===== config.mk =====
export PLATFORM = sky130hd
export DESIGN_NAME = alu_requester_flat
export DESIGN_NICKNAME = d
export VERILOG_FILES = /design/src/rtl/alu_requester_if.sv /design/src/rtl/alu_requester.sv /design/src/flat_wrapper.sv
export SDC_FILE = /design/constraint.sdc
export NUM_CORES = 1
export LEC_CHECK = 0
export BUFFER_PORTS_ARGS = -buffer_cell sky130_fd_sc_hd__buf_2
export CAP_MARGIN = 5
export CORE_MARGIN = 2
export CORE_UTILIZATION = 40
export CTS_CLUSTER_SIZE = 20
export DETAILED_ROUTE_END_ITERATION = 16
export PLACE_DENSITY = 0.72
export SYNTH_ARGS = -nofsm -noshare
export SYNTH_HDL_FRONTEND = slang
export SYNTH_SLANG_ARGS = --single-unit

===== constraint.sdc =====
create_clock -name clk -period 2 [get_ports clk]
set_input_delay 0.2 -clock clk [delete_from_list [all_inputs] [get_ports clk]]
set_output_delay 0.2 -clock clk [all_outputs]
set_load 0.1 [all_outputs]

===== src/rtl/alu_requester_if.sv =====
// Request/response channels between the issue logic and alu_requester.
// A beat transfers on a rising edge where valid && ready; the sender holds valid and payload stable until then.
interface alu_requester_if;
    logic        req_valid;
    logic        req_ready;
    logic [31:0] req_a;
    logic [31:0] req_b;
    logic [2:0]  req_op;

    logic        rsp_valid;
    logic        rsp_ready;
    logic [31:0] rsp_result;
    logic        rsp_cout;
    logic        rsp_zero;
    logic        rsp_ovf;
    logic        rsp_err;

    modport master (
        output req_valid, req_a, req_b, req_op, rsp_ready,
        input  req_ready, rsp_valid, rsp_result, rsp_cout, rsp_zero, rsp_ovf, rsp_err
    );

    modport slave (
        input  req_valid, req_a, req_b, req_op, rsp_ready,
        output req_ready, rsp_valid, rsp_result, rsp_cout, rsp_zero, rsp_ovf, rsp_err
    );
endinterface


===== src/rtl/alu_requester.sv =====
// Drives one request at a time onto the combinational ALU, waits SETTLE_CYCLES edges,
// then captures result/flags with SLT, overflow and flag-masking fix-ups applied.
module alu_requester #(
    parameter int unsigned SETTLE_CYCLES = 4
) (
    input  logic                 clk,
    input  logic                 rst_n,
    alu_requester_if.slave       bus,
    output logic [31:0]          alu_a,
    output logic [31:0]          alu_b,
    output logic [2:0]           alu_op,
    input  logic [31:0]          alu_result,
    input  logic                 alu_cout,
    input  logic                 alu_zero,
    input  logic                 alu_set,
    input  logic                 alu_overflow,
    output logic [1:0]           dbg_state
);

    typedef enum logic [1:0] {
        ST_IDLE = 2'd0,
        ST_WAIT = 2'd1,
        ST_RESP = 2'd2
    } state_t;

    localparam logic [2:0] OP_AND = 3'b000;
    localparam logic [2:0] OP_OR  = 3'b001;
    localparam logic [2:0] OP_ADD = 3'b010;
    localparam logic [2:0] OP_SUB = 3'b110;
    localparam logic [2:0] OP_BEQ = 3'b100;
    localparam logic [2:0] OP_SLT = 3'b111;

    state_t      state;
    logic [7:0]  cnt;
    logic [31:0] rsp_result_q;
    logic        rsp_cout_q;
    logic        rsp_zero_q;
    logic        rsp_ovf_q;
    logic        rsp_err_q;

    logic        ovf_add;
    logic        ovf_sub;
    logic [31:0] cap_result;
    logic        cap_cout;
    logic        cap_zero;
    logic        cap_ovf;
    logic        req_legal;

    // The ALU's own overflow flag is not trusted; overflow is rebuilt from sign bits.
    logic unused_alu_overflow;
    assign unused_alu_overflow = alu_overflow;

    assign req_legal = !(bus.req_op == 3'b011 || bus.req_op == 3'b101);

    always_comb begin
        ovf_add    = (alu_a[31] == alu_b[31]) && (alu_result[31] != alu_a[31]);
        ovf_sub    = (alu_a[31] != alu_b[31]) && (alu_result[31] != alu_a[31]);
        cap_result = alu_result;
        cap_cout   = 1'b0;
        cap_zero   = 1'b0;
        cap_ovf    = 1'b0;
        case (alu_op)
            OP_ADD: begin
                cap_cout = alu_cout;
                cap_zero = alu_zero;
                cap_ovf  = ovf_add;
            end
            OP_SUB: begin
                cap_cout = alu_cout;
                cap_zero = alu_zero;
                cap_ovf  = ovf_sub;
            end
            OP_BEQ: begin
                cap_result = 32'd0;
                cap_cout   = alu_cout;
                cap_zero   = alu_zero;
                cap_ovf    = ovf_sub;
            end
            OP_SLT: begin
                // The raw set bit is the sign of a-b; overflow flips its meaning.
                cap_result = {31'd0, alu_set ^ ovf_sub};
                cap_cout   = alu_cout;
                cap_zero   = alu_zero;
                cap_ovf    = ovf_sub;
            end
            OP_AND, OP_OR: ;
            default: ;
        endcase
    end

    always_ff @(posedge clk) begin
        if (!rst_n) begin
            state        <= ST_IDLE;
            cnt          <= 8'd0;
            alu_a        <= 32'd0;
            alu_b        <= 32'd0;
            alu_op       <= 3'd0;
            rsp_result_q <= 32'd0;
            rsp_cout_q   <= 1'b0;
            rsp_zero_q   <= 1'b0;
            rsp_ovf_q    <= 1'b0;
            rsp_err_q    <= 1'b0;
        end else begin
            case (state)
                ST_IDLE: begin
                    if (bus.req_valid) begin
                        if (req_legal) begin
                            alu_a  <= bus.req_a;
                            alu_b  <= bus.req_b;
                            alu_op <= bus.req_op;
                            cnt    <= 8'(SETTLE_CYCLES);
                            state  <= ST_WAIT;
                        end else begin
                            rsp_result_q <= 32'd0;
                            rsp_cout_q   <= 1'b0;
                            rsp_zero_q   <= 1'b0;
                            rsp_ovf_q    <= 1'b0;
                            rsp_err_q    <= 1'b1;
                            state        <= ST_RESP;
                        end
                    end
                end
                ST_WAIT: begin
                    cnt <= cnt - 8'd1;
                    if (cnt == 8'd1) begin
                        rsp_result_q <= cap_result;
                        rsp_cout_q   <= cap_cout;
                        rsp_zero_q   <= cap_zero;
                        rsp_ovf_q    <= cap_ovf;
                        rsp_err_q    <= 1'b0;
                        state        <= ST_RESP;
                    end
                end
                ST_RESP: begin
                    if (bus.rsp_ready) begin
                        state <= ST_IDLE;
                    end
                end
                default: state <= ST_IDLE;
            endcase
        end
    end

    assign bus.req_ready  = (state == ST_IDLE);
    assign bus.rsp_valid  = (state == ST_RESP);
    assign bus.rsp_result = rsp_result_q;
    assign bus.rsp_cout   = rsp_cout_q;
    assign bus.rsp_zero   = rsp_zero_q;
    assign bus.rsp_ovf    = rsp_ovf_q;
    assign bus.rsp_err    = rsp_err_q;
    assign dbg_state      = state;

endmodule


===== src/flat_wrapper.sv =====
// flat-port wrapper written by rule: the top's interface ports become plain ports
module alu_requester_flat 
#(
    parameter int unsigned SETTLE_CYCLES = 4
)
  (clk, rst_n, alu_a, alu_b, alu_op, alu_result, alu_cout, alu_zero, alu_set, alu_overflow, dbg_state, bus_req_valid, bus_req_a, bus_req_b, bus_req_op, bus_rsp_ready, bus_req_ready, bus_rsp_valid, bus_rsp_result, bus_rsp_cout, bus_rsp_zero, bus_rsp_ovf, bus_rsp_err);
  alu_requester_if bus_i ();
  input  logic clk;
  input  logic rst_n;
  output logic [31:0] alu_a;
  output logic [31:0] alu_b;
  output logic [2:0] alu_op;
  input  logic [31:0] alu_result;
  input  logic alu_cout;
  input  logic alu_zero;
  input  logic alu_set;
  input  logic alu_overflow;
  output logic [1:0] dbg_state;
  input wire logic [$bits(bus_i.req_valid)-1:0] bus_req_valid;
  input wire logic [$bits(bus_i.req_a)-1:0] bus_req_a;
  input wire logic [$bits(bus_i.req_b)-1:0] bus_req_b;
  input wire logic [$bits(bus_i.req_op)-1:0] bus_req_op;
  input wire logic [$bits(bus_i.rsp_ready)-1:0] bus_rsp_ready;
  output wire logic [$bits(bus_i.req_ready)-1:0] bus_req_ready;
  output wire logic [$bits(bus_i.rsp_valid)-1:0] bus_rsp_valid;
  output wire logic [$bits(bus_i.rsp_result)-1:0] bus_rsp_result;
  output wire logic [$bits(bus_i.rsp_cout)-1:0] bus_rsp_cout;
  output wire logic [$bits(bus_i.rsp_zero)-1:0] bus_rsp_zero;
  output wire logic [$bits(bus_i.rsp_ovf)-1:0] bus_rsp_ovf;
  output wire logic [$bits(bus_i.rsp_err)-1:0] bus_rsp_err;
  assign bus_i.req_valid = bus_req_valid;
  assign bus_i.req_a = bus_req_a;
  assign bus_i.req_b = bus_req_b;
  assign bus_i.req_op = bus_req_op;
  assign bus_i.rsp_ready = bus_rsp_ready;
  assign bus_req_ready = bus_i.req_ready;
  assign bus_rsp_valid = bus_i.rsp_valid;
  assign bus_rsp_result = bus_i.rsp_result;
  assign bus_rsp_cout = bus_i.rsp_cout;
  assign bus_rsp_zero = bus_i.rsp_zero;
  assign bus_rsp_ovf = bus_i.rsp_ovf;
  assign bus_rsp_err = bus_i.rsp_err;
  alu_requester #(.SETTLE_CYCLES(SETTLE_CYCLES)) u_core (.clk(clk), .rst_n(rst_n), .bus(bus_i), .alu_a(alu_a), .alu_b(alu_b), .alu_op(alu_op), .alu_result(alu_result), .alu_cout(alu_cout), .alu_zero(alu_zero), .alu_set(alu_set), .alu_overflow(alu_overflow), .dbg_state(dbg_state));
endmodule

==> metrics.md <==
| Metric | Value |
|---|---|
| Overall routing resource usage | 0.2289 |
| Post-Syn Area per Cell | 8.959 um2 |
| WS Path Type | in -> reg |
| WP buf/inv | 3 |
| DR WL/cell | 13.89 um |
| # DRC | 0 |
| Worst EP required | 2.39 ns |
| Routed via count | 4,473 |
| Synth unique cells | 39 |
| H-Tree Depth | 4 |
| Most frequent cells in the layout | 212 x buf_2, 140 x nand2_1, 110 x dfxtp_1 |
| Mapped cell area | 4139 um2 |
| Worst setup margin | 0.1682 ns |
| Critical Path Fanout Max | 34 |
| Area contributors post-synth | dfxtp_1 55%, nand2_1 13%, a21oi_1 8.5% |
| Cell breakdown of the critical path | dlygate4sd3_1 -> buf_2 -> xor2_1 -> nand3_1 -> and3_1 -> buf_12 -> a22o_1 |
| Setup violators final | 0 |
| RSZ-0062 raised after global routing | no |
| I/O pins | 214 |
| Area fraction of the dominant cell type after synthesis | 0.5466 |
| Outcome | completed |
| Clk_lat worst skew | 0.50 ns |
| Final wirelength | 12,780 um |
| Peak supply drop | 521.4 uV |
| Layout area overhead | 67.47% |
| Diode count | 0 |
| Flops & latches, synth | 113 |
| Resized cells post-CTS | 0 |
| Dpl ws | 0.2220 ns |
| CP max-delay cell | dlygate4sd3_1 |
| Filler Cells Inserted | 782 |
| Clk sinks | 113 |
| Worst-margin pin slew | 0.8119 ns |
| CP top delay family | buffers and inverters |
| Full die area | 11,180 um2 |
| Ys Warns | 0 |
| WP data arrival | 2.22 ns |
| Critical Path Start Type | input port |
| Initial antenna violation count | 0 |
| Vias per inst | 4.862 |
| Die X | 105.7 um |
| Leakage | 3.216 nW |
| Worst stage delay on the critical path | 0.54 ns |
| DP HPWL | 7746 um |
| Post-synthesis cell count | 462 |
| Clk root buf | clkbuf_8 |
| Initial Utilization | 0.4064 |
| Total grt overflow | 0 |
| Hold_buf cts | 102 |
| Hold WS | 0.1754 ns |
| Clk pin slew, worst setup/hold paths | 0.05 ns |
| Vias in the first global route | 4,477 |
| Tot Pwr | 0.006928 W |
| Global-route wire length before repair | 20,420 um |
| CTS Buffer Depth | 2 |
| Core area | 10,180 um2 |
| PortBufs | 212 |
| Layout Nets | 884 |
| Min Tclk post-route | 1.832 ns |
| Routability cong. | 0.7772 |
| Power per cell area | 999.5 nW/um2 |
| Fmax | 545.9 MHz |
| Setup tns final | 0 ns |
| Worst Skew | 0.008961 ns |
| Final hold viol count | 0 |
| Tcrit/Tclk final | 0.9159 |
| FP Rows | 37 |
| CTS tree | yes |
| Max-slew headroom | 0.4551 |
| Hold Crit Class | in -> reg |
| CTS buffer count | 17 |
| Layout cells sized above 1 | 0.3367 |
| Fin. max-slew vios | 0 |
| Leading area contributor after synthesis | dfxtp_1 |
| CP Capture Type | flip-flop |
| Most common cell after layout, fill and taps aside | buf_2 |
| Setup Fix Bufs, Post-CTS | 0 |
| Final ANT Viol Nets | 0 |
| Syn_nets | 571 |
| First DRT Iteration DRCs | 241 |
| Die Height | 105.7 um |
| Initial DRT Pass Iterations | 6 |
| Max-cap viol count | 0 |
| Sequential share of the synthesized area | 0.5466 |
| Largest net degree at the start of global routing | 41 |
[cells in the mapped netlist]
| cell type | count |
|---|---|
| o221a_2 | 1 |
| a211o_1 | 1 |
| and3b_1 | 1 |
| ha_1 | 2 |
| a31oi_4 | 1 |
| nand3b_1 | 1 |
| nand2b_1 | 3 |
| nand2_1 | 140 |
| a21bo_2 | 1 |
| xor2_1 | 1 |
| o21ai_0 | 7 |
| nor3b_1 | 4 |
| a21boi_0 | 2 |
| nor4_1 | 1 |
| a311oi_1 | 2 |
| nor2_1 | 5 |
| nand3_1 | 5 |
| a22o_1 | 33 |
| nand4_1 | 3 |
| dfxtp_1 | 113 |
| a211oi_1 | 4 |
| o32a_1 | 1 |
| or3_1 | 6 |
| a21oi_1 | 70 |
| buf_6 | 7 |
| mux2i_1 | 2 |
| inv_1 | 5 |
| a31oi_1 | 2 |
| a311o_1 | 1 |
| o2bb2ai_1 | 1 |
| nor4_4 | 1 |
| and3_1 | 2 |
| clkbuf_1 | 11 |
| nand3_2 | 1 |
| nor2b_1 | 3 |
| and2_1 | 1 |
| nor3_1 | 2 |
| buf_2 | 14 |
| and4_1 | 1 |
[cells by family after synthesis]
kind of cell | after synthesis | share of synthesized area
and+or+nand+nor | 180 | 0.1895
buffers and inverters | 37 | 0.05049
adders and majority gates | 2 | 0.006045
xor gates and xnor gates | 1 | 0.002116
DFF | 113 | 0.5466
muxes | 2 | 0.004837
AOI/OAI and AO/OA | 127 | 0.2004
[final timing paths]
path | from | to | slack, ns | cells past startpoint
worst min-delay path | alu_set | u_core.bus.rsp_result[0] | 0.18 | 4
worst max register to register | u_core.cnt[0] | u_core.bus.rsp_result[29] | 0.18 | 7
worst max-delay path | bus_req_op[2] | u_core.bus.rsp_result[29] | 0.17 | 7
worst min register to register | u_core.alu_a[11] | u_core.alu_a[11] | 0.45 | 2
[area by class of cell]
class	count	area (um2)	area share
sequential	113	2266	0.3269
timing repair buffer	326	2247	0.3242
multi-input combinational	312	1689	0.2437
clock inverter	6	57.56	0.008303
inverter	5	18.77	0.002708
clock buffer	22	483.0	0.06968
tap	136	170.2	0.02455
[registers in the layout (all words and copies together), names as in the netlist, 2 cells and up]
signal                 cells
u_core.alu_a              32
u_core.alu_b              32
u_core.alu_op              3
u_core.bus.rsp_result     32
u_core.cnt                 8
u_core.dbg_state           2
[layer usage]
metal  vias up  GRT usage  share of wire
met5         -          0              0
met4         0    0.09962          0.018
met2       186     0.4267           0.52
met1      2055     0.2344           0.39
li1       2209          -              -
met3        23    0.06926          0.071
[power by group]
part | switching [W] | total [W] | leakage, nW | internal, W
clock network | 0.000960 | 0.00273 | 0.270 | 0.00177
registers | 0.0000966 | 0.00248 | 0.922 | 0.00239
logic | 0.00123 | 0.00171 | 2.02 | 0.000488
[worst register-to-register path, cell delays in order (launching register included)]
cell     delay, ns
dfxtp_1       0.43
ha_1          0.17
nor3b_1       0.19
buf_4         0.16
nand4_1       0.20
a31oi_4       0.23
buf_12        0.20
a22o_1        0.17
[through the flow]
stage               instances  instance area (um2)  utilization
floorplan                 462                 4153            -
global placement          790                 5370       0.5273
detailed placement        790                 5370       0.5273
CTS                       920                 6932       0.6806
global route              920                 6932       0.6806
finish                    920                 6932       0.6806
Power figures use the tool's default switching activity.
